--- src/rtl/multicycle_cond_controller_if.sv ---
// Control/status bundle between the multicycle controller and its datapath.
// The master side is the controller; the slave side is the datapath.
interface multicycle_cond_controller_if;
   logic [3:0] Cond;
   logic [1:0] Op;
   logic [5:0] Funct;
   logic [3:0] Rd;
   logic [3:0] ALUFlags;
   logic       PCWrite;
   logic       AdrSrc;
   logic       MemWrite;
   logic       IRWrite;
   logic       RegWrite;
   logic [1:0] ResultSrc;
   logic       ALUSrcA;
   logic [1:0] ALUSrcB;
   logic [1:0] ImmSrc;
   logic [1:0] RegSrc;
   logic [1:0] ALUControl;
   logic [3:0] Flags;
   logic [3:0] State;

   modport master (
      input  Cond, Op, Funct, Rd, ALUFlags,
      output PCWrite, AdrSrc, MemWrite, IRWrite, RegWrite, ResultSrc,
             ALUSrcA, ALUSrcB, ImmSrc, RegSrc, ALUControl, Flags, State
   );

   modport slave (
      output Cond, Op, Funct, Rd, ALUFlags,
      input  PCWrite, AdrSrc, MemWrite, IRWrite, RegWrite, ResultSrc,
             ALUSrcA, ALUSrcB, ImmSrc, RegSrc, ALUControl, Flags, State
   );
endinterface

--- src/rtl/multicycle_cond_controller.sv ---
// Main control FSM of the multicycle ARM-subset core: sequences each instruction,
// decodes datapath controls, owns NZCV and gates architectural writes by condition.
module multicycle_cond_controller (
   input logic                           CLK,
   input logic                           Reset,
   multicycle_cond_controller_if.master  bus
);
   typedef enum logic [3:0] {
      FETCH  = 4'd0, DECODE = 4'd1, MEMADR = 4'd2, MEMRD  = 4'd3, MEMWB = 4'd4,
      MEMWR  = 4'd5, EXECR  = 4'd6, EXECI  = 4'd7, ALUWB  = 4'd8, BRANCH = 4'd9
   } state_t;

   state_t     state;
   logic [3:0] flags;
   logic       cond_ex;
   logic       cond_ex_l;
   logic [3:0] cmd;
   logic [1:0] alu_dec;
   logic       no_write;
   logic [1:0] flag_w;
   logic       n, z, c, v;

   assign cmd          = bus.Funct[4:1];
   assign {n, z, c, v} = flags;

   // Condition check against the architectural (registered) flags
   always_comb begin
      cond_ex = 1'b0;
      case (bus.Cond)
         4'b0000: cond_ex = z;
         4'b0001: cond_ex = ~z;
         4'b0010: cond_ex = c;
         4'b0011: cond_ex = ~c;
         4'b0100: cond_ex = n;
         4'b0101: cond_ex = ~n;
         4'b0110: cond_ex = v;
         4'b0111: cond_ex = ~v;
         4'b1000: cond_ex = c & ~z;
         4'b1001: cond_ex = ~(c & ~z);
         4'b1010: cond_ex = (n == v);
         4'b1011: cond_ex = (n != v);
         4'b1100: cond_ex = ~z & (n == v);
         4'b1101: cond_ex = ~(~z & (n == v));
         4'b1110: cond_ex = 1'b1;
         default: cond_ex = 1'b0;
      endcase
   end

   // Data-processing command decode; unknown commands become flag-only NOPs
   always_comb begin
      alu_dec  = 2'b00;
      no_write = 1'b0;
      flag_w   = {bus.Funct[0], 1'b0};
      case (cmd)
         4'b0100: flag_w[0] = bus.Funct[0];
         4'b0010: begin alu_dec = 2'b01; flag_w[0] = bus.Funct[0]; end
         4'b0000: alu_dec = 2'b10;
         4'b1100: alu_dec = 2'b11;
         4'b1010: begin alu_dec = 2'b01; no_write = 1'b1; flag_w = 2'b11; end
         default: no_write = 1'b1;
      endcase
   end

   // State, latched condition and flags register
   always_ff @(posedge CLK or posedge Reset) begin
      if (Reset) begin
         state     <= FETCH;
         flags     <= 4'b0000;
         cond_ex_l <= 1'b0;
      end else begin
         case (state)
            FETCH:  state <= DECODE;
            DECODE: begin
               cond_ex_l <= cond_ex;
               case (bus.Op)
                  2'b00:   state <= bus.Funct[5] ? EXECI : EXECR;
                  2'b01:   state <= MEMADR;
                  2'b10:   state <= BRANCH;
                  default: state <= FETCH;
               endcase
            end
            MEMADR: state <= bus.Funct[0] ? MEMRD : MEMWR;
            MEMRD:  state <= MEMWB;
            EXECR, EXECI: begin
               state <= ALUWB;
               if (cond_ex_l && flag_w[1]) flags[3:2] <= bus.ALUFlags[3:2];
               if (cond_ex_l && flag_w[0]) flags[1:0] <= bus.ALUFlags[1:0];
            end
            default: state <= FETCH;
         endcase
      end
   end

   logic       pc_write, adr_src, mem_write, ir_write, reg_write, alu_src_a;
   logic [1:0] result_src, alu_src_b, alu_control;
   logic       rd_is_pc;

   assign rd_is_pc = (bus.Rd == 4'hF);

   // Per-state datapath controls; write enables are held low during reset
   always_comb begin
      pc_write    = 1'b0;
      adr_src     = 1'b0;
      mem_write   = 1'b0;
      ir_write    = 1'b0;
      reg_write   = 1'b0;
      alu_src_a   = 1'b0;
      result_src  = 2'b00;
      alu_src_b   = 2'b00;
      alu_control = 2'b00;
      case (state)
         FETCH: begin
            alu_src_a = 1'b1; alu_src_b = 2'b10; result_src = 2'b10;
            ir_write  = 1'b1; pc_write  = 1'b1;
         end
         DECODE: begin
            alu_src_a = 1'b1; alu_src_b = 2'b10; result_src = 2'b10;
         end
         MEMADR: alu_src_b = 2'b01;
         MEMRD:  adr_src = 1'b1;
         MEMWB: begin
            result_src = 2'b01;
            reg_write  = cond_ex_l;
            pc_write   = cond_ex_l & rd_is_pc;
         end
         MEMWR: begin adr_src = 1'b1; mem_write = cond_ex_l; end
         EXECR: alu_control = alu_dec;
         EXECI: begin alu_src_b = 2'b01; alu_control = alu_dec; end
         ALUWB: begin
            reg_write = cond_ex_l & ~no_write;
            pc_write  = cond_ex_l & rd_is_pc;
         end
         BRANCH: begin
            alu_src_b = 2'b01; result_src = 2'b10; pc_write = cond_ex_l;
         end
         default: ;
      endcase
      if (Reset) begin
         pc_write  = 1'b0;
         ir_write  = 1'b0;
         mem_write = 1'b0;
         reg_write = 1'b0;
      end
   end

   assign bus.PCWrite    = pc_write;
   assign bus.AdrSrc     = adr_src;
   assign bus.MemWrite   = mem_write;
   assign bus.IRWrite    = ir_write;
   assign bus.RegWrite   = reg_write;
   assign bus.ResultSrc  = result_src;
   assign bus.ALUSrcA    = alu_src_a;
   assign bus.ALUSrcB    = alu_src_b;
   assign bus.ALUControl = alu_control;
   assign bus.ImmSrc     = bus.Op;
   assign bus.RegSrc     = {bus.Op == 2'b01, bus.Op == 2'b10};
   assign bus.Flags      = flags;
   assign bus.State      = state;
endmodule

--- src/flat_wrapper.sv ---
// flat-port wrapper written by rule: the top's interface ports become plain ports
module multicycle_cond_controller_flat 
  (CLK, Reset, bus_Cond, bus_Op, bus_Funct, bus_Rd, bus_ALUFlags, bus_PCWrite, bus_AdrSrc, bus_MemWrite, bus_IRWrite, bus_RegWrite, bus_ResultSrc, bus_ALUSrcA, bus_ALUSrcB, bus_ImmSrc, bus_RegSrc, bus_ALUControl, bus_Flags, bus_State);
  multicycle_cond_controller_if bus_i ();
  input logic CLK;
  input logic Reset;
  input wire logic [$bits(bus_i.Cond)-1:0] bus_Cond;
  input wire logic [$bits(bus_i.Op)-1:0] bus_Op;
  input wire logic [$bits(bus_i.Funct)-1:0] bus_Funct;
  input wire logic [$bits(bus_i.Rd)-1:0] bus_Rd;
  input wire logic [$bits(bus_i.ALUFlags)-1:0] bus_ALUFlags;
  output wire logic [$bits(bus_i.PCWrite)-1:0] bus_PCWrite;
  output wire logic [$bits(bus_i.AdrSrc)-1:0] bus_AdrSrc;
  output wire logic [$bits(bus_i.MemWrite)-1:0] bus_MemWrite;
  output wire logic [$bits(bus_i.IRWrite)-1:0] bus_IRWrite;
  output wire logic [$bits(bus_i.RegWrite)-1:0] bus_RegWrite;
  output wire logic [$bits(bus_i.ResultSrc)-1:0] bus_ResultSrc;
  output wire logic [$bits(bus_i.ALUSrcA)-1:0] bus_ALUSrcA;
  output wire logic [$bits(bus_i.ALUSrcB)-1:0] bus_ALUSrcB;
  output wire logic [$bits(bus_i.ImmSrc)-1:0] bus_ImmSrc;
  output wire logic [$bits(bus_i.RegSrc)-1:0] bus_RegSrc;
  output wire logic [$bits(bus_i.ALUControl)-1:0] bus_ALUControl;
  output wire logic [$bits(bus_i.Flags)-1:0] bus_Flags;
  output wire logic [$bits(bus_i.State)-1:0] bus_State;
  assign bus_i.Cond = bus_Cond;
  assign bus_i.Op = bus_Op;
  assign bus_i.Funct = bus_Funct;
  assign bus_i.Rd = bus_Rd;
  assign bus_i.ALUFlags = bus_ALUFlags;
  assign bus_PCWrite = bus_i.PCWrite;
  assign bus_AdrSrc = bus_i.AdrSrc;
  assign bus_MemWrite = bus_i.MemWrite;
  assign bus_IRWrite = bus_i.IRWrite;
  assign bus_RegWrite = bus_i.RegWrite;
  assign bus_ResultSrc = bus_i.ResultSrc;
  assign bus_ALUSrcA = bus_i.ALUSrcA;
  assign bus_ALUSrcB = bus_i.ALUSrcB;
  assign bus_ImmSrc = bus_i.ImmSrc;
  assign bus_RegSrc = bus_i.RegSrc;
  assign bus_ALUControl = bus_i.ALUControl;
  assign bus_Flags = bus_i.Flags;
  assign bus_State = bus_i.State;
  multicycle_cond_controller u_core (.CLK(CLK), .Reset(Reset), .bus(bus_i));
endmodule
--- config.mk ---
export PLATFORM = sky130hd
export DESIGN_NAME = multicycle_cond_controller_flat
export DESIGN_NICKNAME = d
export VERILOG_FILES = /design/src/rtl/multicycle_cond_controller_if.sv /design/src/rtl/multicycle_cond_controller.sv /design/src/flat_wrapper.sv
export SDC_FILE = /design/constraint.sdc
export NUM_CORES = 1
export LEC_CHECK = 0
export CAP_MARGIN = 40
export CORE_ASPECT_RATIO = 1.5
export CORE_MARGIN = 4
export CORE_UTILIZATION = 35
export CTS_CLUSTER_SIZE = 10
export DETAILED_ROUTE_END_ITERATION = 16
export DONT_BUFFER_PORTS = 1
export PLACE_DENSITY_LB_ADDON = 0.2
export REMOVE_ABC_BUFFERS = 1
export SYNTH_ARGS = -nofsm -noshare
export SYNTH_HDL_FRONTEND = slang
export SYNTH_SLANG_ARGS = --single-unit
--- constraint.sdc ---
create_clock -name CLK -period 4.15 [get_ports CLK]
set_clock_uncertainty 0.1 [all_clocks]
set_input_delay 0.6225 -clock CLK [delete_from_list [all_inputs] [get_ports CLK]]
set_output_delay 0.6225 -clock CLK [all_outputs]
set_load 0.02 [all_outputs]
==> results by group, run 1 <==
Critical path
  – CP required: 3.43 ns
  – Reg2Reg Depth: 4
  – Worst r2r src: u_core.bus.State[2]$_DFF_PP0_
  – Crit path max-delay cell type: nor4_1
  – Setup crit end kind: output pin
  – CP max stage delay: 0.76 ns
  – Max FO, Critical Path: 11
  – Reg2reg end: u_core.bus.Flags[1]$_DFFE_PP0P_
  – FF-to-FF setup slack: 2.25 ns
  – Crit path cell chain: nor2b_2, nand3b_1, nor4_1
  – CP startpoint kind: flip-flop
  – Worst Setup Path Type: flip-flop to output pin
  – Arrival time at the worst endpoint: 2.08 ns

Finish
  – Final layout net count: 128
  – Inserted Diodes: 0
  – Design Area, Final: 890 um2
  – Area growth from synthesis to layout: 0%
  – Layout cells sized above 1: 0.105
  – Post-Layout Cell Count: 129

Drt
  – DRT Wirelength: 2120 um
  – Drt drc: 0
  – DR pass1 iterations: 4
  – Drt via density: 6.23
  – Starting DRC count in detailed routing: 15
  – Routed wire per std cell: 16.4 um
  – DR vias: 804
  – ANT nets after route: 0

Global routing
  – Total congestion overflow: 0
  – First-pass GRT wire length: 3570 um
  – Initial antenna violation count: 0
  – GR Util met3: 0.0280
  – GR Util met2: 0.236
  – Busiest grt layer: met2
  – Number of global-route vias before repair: 781
  – Gr usage total: 0.128
  – Largest net degree at the start of global routing: 19
  – Global routing usage on met1: 0.139

Die
  – Num rows: 22
  – Core area: 0.00245 mm2
  – DIE HEIGHT: 69.7 um
  – Die Width: 49.2 um
  – IO Count: 46
  – DIE AREA: 0.00343 mm2
  – Starting density of the core: 0.363

Power
  – Power per cell area: 695 mW/mm2
  – Leak: 0.344 nW
  – Total power: 619 uW
  – Worst vdd ir: 0.404 mV

Placement
  – Post-detail-place hpwl: 1720 um
  – I/O Buffers: 0
  – Placed insts: 125
  – Routability cong.: 0.769
  – Placed cell areas: 863 um2

Synth
  – Cell taking the most area after synthesis: dfrtp_1
  – Top-area cell type share of the netlist area: 0.253
  – Part of the Yosys area used for sequential elements: 0.253
  – Top cells by area, synth: dfrtp_1 25%, xnor2_1 5.9%, nand2b_1 4.9%
  – Synth Area per Inst: 8.01 um2
  – Mapped Area: 890 um2
  – Commonest cells post-synth: 10 x nor2_1, 9 x dfrtp_1, 7 x nand2b_1, 6 x xnor2_1
  – Asr flop ratio synth: 1.00
  – Number of flops mapped to enable cells by yosys: 0
  – Most common cell in the synthesized netlist: nor2_1
  – Ys Warns: 0
  – Cell count after synthesis: 111
  – Flops & latches, synth: 9
  – Synth cell types: 42
  – Main flop type after synthesis: dfrtp_1

CTS
  – CTS root buf: clkbuf_4
  – CTS sink count: 9
  – Clock-pin slew on the worst setup and hold paths: 0.07 ns
  – Bufs on Longest Clock Path: 2
  – CTS tree: built
  – Setup Fix Bufs, Post-CTS: 0
  – Number of hold buffers added after cts: 0
  – Num CTS Buffers: 3
  – Post_cts resized: 0
  – Worst-Skew Late Latency: 0.26 ns
  – CTS H-tree depth: 1

STA
  – Fin crit period: 2.80 ns
  – Final setup TNS: 0 ns
  – Final hold violations: 0
  – Actual slew at the worst max-slew pin: 0.913 ns
  – Slew Viols, Final: 0
  – Slew headroom: 0.386
  – Max frequency: 0.357 GHz
  – Final setup viols: 0
  – RSZ-0062 raised after global routing: false
  – Final worst-path cycle share: 0.675

Worst hold path
  – Hold WC Path Type: input pin to asynchronous set/reset pin

Run
  – MaxCap Viol Count: 0

Run status
  – Status: complete, no violations
[worst max-delay path: cells and delay by family (launching register included)]
kind / cells / cell delay, ns
simple gates: 3 / 1.15
flops: 1 / 0.66
[through the flow]
stage	worst slack [ns]	hold slack, ns	util
global placement	1.62	0.395	0.348
CTS	1.34	0.115	0.363
floorplan	1.77	0.359	-
detailed placement	1.64	0.398	0.352
global route	1.21	0.143	0.363
finish	1.35	0.109	0.363
[layout by cell type (no fill, tap or decap), types with 2 or more instances in the layout]
cell      count
nand2b_1      7
a21oi_1       5
o21ai_0       4
inv_1         4
a211oi_1      2
dfrtp_1       9
nand2_1       4
mux2_2        2
a31oi_1       2
nand4_1       2
nor3_1        4
a311oi_1      2
a22oi_1       2
nand3_1       3
mux2_1        2
nor4_1        4
nor2_1       10
nor2b_1       5
xnor2_1       6
clkbuf_4      3
nand3b_1      2
[where the power goes]
part           leakage, nW  total, mW  switching, mW  internal [mW]
Combinational        0.212      0.300          0.181          0.119
Clock               0.0150     0.0684         0.0314         0.0371
Sequential           0.117      0.250          0.129          0.121
Total                0.344      0.619          0.342          0.277
[cell families after synthesis]
logic type / count (synthesis) / synth area share
simple gates: 50 / 0.335
compound gates: 25 / 0.190
buf+inv: 15 / 0.0914
flops: 9 / 0.253
xor+xnor: 7 / 0.0689
mux: 5 / 0.0619
[how the worst max path moves through the flow]
stage	startpoint	to	slack [ns]	cells past startpoint
3_5_place_dp	u_core.bus.State[2]$_DFF_PP0_	bus_ALUControl[1]	1.64	3
2_1_floorplan	u_core.bus.State[1]$_DFF_PP0_	bus_MemWrite	1.77	2
5_1_grt	u_core.bus.State[2]$_DFF_PP0_	bus_ALUControl[1]	1.21	3
6_report	u_core.bus.State[2]$_DFF_PP0_	bus_ALUControl[1]	1.35	3
4_1_cts	u_core.bus.State[2]$_DFF_PP0_	bus_ALUControl[1]	1.34	3
3_3_place_gp	u_core.bus.State[1]$_DFF_PP0_	bus_MemWrite	1.62	2
[sequential cells by signal (all words and copies together), names as in the netlist]
signal and cells:
u_core.cond_ex_l 1, u_core.bus.State 4, u_core.bus.Flags 4
[layout make-up]
| type | count | area [um2] |
|---|---|---|
| Clock buffer | 4 | 26.3 |
| Inverter | 4 | 15.0 |
| Timing Repair Buffer | 1 | 10.0 |
| Fill cell | 264 | 1560 |
| Tap cell | 24 | 30.0 |
| Multi-Input combinational cell | 87 | 583 |
| Sequential cell | 9 | 225 |
[routing by layer]
layer  part of all wire  vias to the layer above
li1                   -                      389
met1               0.38                      377
met4             0.0066                        0
met3              0.083                        2
met2               0.53                       36
met5                  0                        -
Power figures use the tool's default switching activity.
==> inputs of run 2 (changes only) <==
Clock period 4.15 ns to 2.8 ns, I/O delays scaled along.
==> run 2 against run 1 <==
Against the previous run: total power increased by 52%; sequential share of layout area fell by 1.0 points; worst setup slack worse by 0.97 ns; critical path depth rose by 2; critical path type is now input pin to output pin; critical endpoint is now bus_RegWrite.
==> results by group, run 2 (synthesis results as in run 1) <==
CTS
  – Worst-Skew Late Latency: 0.26 ns (about the same)
  – Num CTS Buffers: 3 (unchanged)
  – Clock-pin slew on the worst setup and hold paths: 0.07 ns (about the same)
  – CTS root buf: clkbuf_4
  – CTS sink count: 9 (unchanged)
  – CTS tree: built
  – Bufs on Longest Clock Path: 2 (unchanged)
  – Setup Fix Bufs, Post-CTS: 0 (unchanged)
  – CTS H-tree depth: 1 (unchanged)

Critical path
  – Critical Path Start: Reset
  – Worst r2r src: u_core.bus.State[2]$_DFF_PP0_
  – CP startpoint kind: input pin
  – CP required: 2.28 ns (-1.15 ns)
  – Reg2reg end: u_core.bus.Flags[1]$_DFFE_PP0P_
  – Reg2Reg Depth: 4 (unchanged)
  – Worst Setup Path Type: input pin to output pin
  – Max FO, Critical Path: 10 (-1)
  – Setup crit end kind: output pin
  – Arrival time at the worst endpoint: 1.90 ns (-0.18 ns)
  – FF-to-FF setup slack: 0.90 ns (-1.35 ns)
  – Worst Setup EP: bus_RegWrite

Global routing
  – Number of global-route vias before repair: 825 (+5.6%)
  – Largest net degree at the start of global routing: 19 (unchanged)
  – Gr usage total: 0.134 (+0.00535)
  – Initial antenna violation count: 0 (unchanged)
  – Total congestion overflow: 0 (unchanged)
  – First-pass GRT wire length: 3710 um (+3.9%)

Die
  – Core area: 0.00245 mm2 (unchanged)
  – DIE AREA: 0.00343 mm2 (unchanged)
  – Starting density of the core: 0.363 (unchanged)
  – Die Width: 49.2 um (unchanged)
  – Num rows: 22 (unchanged)
  – IO Count: 46 (unchanged)
  – DIE HEIGHT: 69.7 um (unchanged)

Run status
  – Status: complete, no violations

STA
  – Slew Viols, Final: 0 (unchanged)
  – RSZ-0062 raised after global routing: false
  – Actual slew at the worst max-slew pin: 0.694 ns (-0.219 ns)
  – Final hold violations: 0 (unchanged)
  – Slew headroom: 0.535 (+0.149)
  – Final worst-path cycle share: 0.866
  – Fin crit period: 2.42 ns
  – Final setup TNS: 0 ns (unchanged)
  – Max frequency: 0.413 GHz
  – Final setup viols: 0 (unchanged)

Power
  – Leak: 0.371 nW (+7.7%)
  – Power per cell area: 1010 mW/mm2 (+46%)
  – Worst vdd ir: 0.550 mV (+36%)
  – Total power: 938 uW (+52%)

Finish
  – Most frequent cells in the layout: 10 x nor2_1, 9 x dfrtp_1, 7 x nand2b_1, 6 x xnor2_1
  – Most common cell after layout, fill and taps aside: nor2_1
  – Inserted Diodes: 0 (unchanged)
  – Post-Layout Cell Count: 134 (+3.9%)
  – Layout fillers: 264 (unchanged)
  – Layout cells sized above 1: 0.136 (+0.0316)
  – Final layout net count: 133 (+3.9%)
  – Area growth from synthesis to layout: 4.22%
  – Utilization after layout: 0.378 (+0.0153)

Drt
  – DR pass1 iterations: 4 (unchanged)
  – Drt via density: 6.10 (-2.2%)
  – DR vias: 817 (+1.6%)
  – ANT nets after route: 0 (unchanged)
  – Starting DRC count in detailed routing: 25 (+10)
  – Routed wire per std cell: 16.5 um (+0.55%)
  – DRT Wirelength: 2210 um (+4.4%)
  – Drt drc: 0 (unchanged)

Placement
  – Routability cong.: 0.778 (+1.2%)
  – Post-detail-place hpwl: 1740 um (+0.97%)
  – Placed insts: 129 (+3.2%)
  – I/O Buffers: 0 (unchanged)

Run
  – MaxCap Viol Count: 0 (unchanged)

Worst hold path
  – Hold WC Path Type: input pin to flip-flop
## run 2: layout make-up
class | instances | area [um2] | share of cell area
Inverter | 4 | 15.0 | 0.0162
Timing Repair Buffer | 6 | 47.5 | 0.0513
Tap cell | 24 | 30.0 | 0.0324
Sequential cell | 9 | 225 | 0.243
Multi-Input combinational cell | 87 | 583 | 0.629
Clock buffer | 4 | 26.3 | 0.0283
## run 2: repair_timing
action | CTS | global route
hold buffers | 1 | 0
hold endpoints to repair | 9 | 0
resized for setup | 0 | 0
## run 2: metal layers
| layer | global-route usage | part of all wire |
|---|---|---|
| met5 | 0 | 0 |
| met4 | 0.0475 | 0.0063 |
| met3 | 0.0301 | 0.080 |
| met2 | 0.251 | 0.55 |
| met1 | 0.140 | 0.36 |
## run 2: per-stage QoR
stage / worst slack [ns] / cell area (um2) / hold WS [ns]
global placement: 0.821 / 891 / 0.189
detailed placement: 0.745 / 891 / 0.191
finish: 0.376 / 927 / 0.192
global route: 0.192 / 927 / 0.196
floorplan: 0.627 / 823 / 0.156
CTS: 0.333 / 927 / 0.195
## run 2: power breakdown
group	internal, mW	total (mW)	switching [mW]
clock	0.0548	0.0998	0.0450
sequential	0.180	0.370	0.191
combinational	0.195	0.468	0.273
total	0.430	0.938	0.508
## run 2: worst min-delay path by stage
stage	from	end	slack (ns)	cells past startpoint
global route	bus_ALUFlags[0]	u_core.bus.Flags[0]$_DFFE_PP0P_	0.20	1
detailed placement	Reset	u_core.bus.State[2]$_DFF_PP0_	0.19	1
global placement	Reset	u_core.bus.State[2]$_DFF_PP0_	0.19	1
finish	bus_ALUFlags[0]	u_core.bus.Flags[0]$_DFFE_PP0P_	0.19	1
floorplan	Reset	u_core.bus.Flags[0]$_DFFE_PP0P_	0.16	1
CTS	bus_ALUFlags[0]	u_core.bus.Flags[0]$_DFFE_PP0P_	0.20	1
## run 2: worst max-delay path, cell delays in order
cell and delay (ns):
dlygate4sd3_1 0.55, inv_1 0.28, nand3_1 0.13, a21o_1 0.18, o21ba_1 0.33
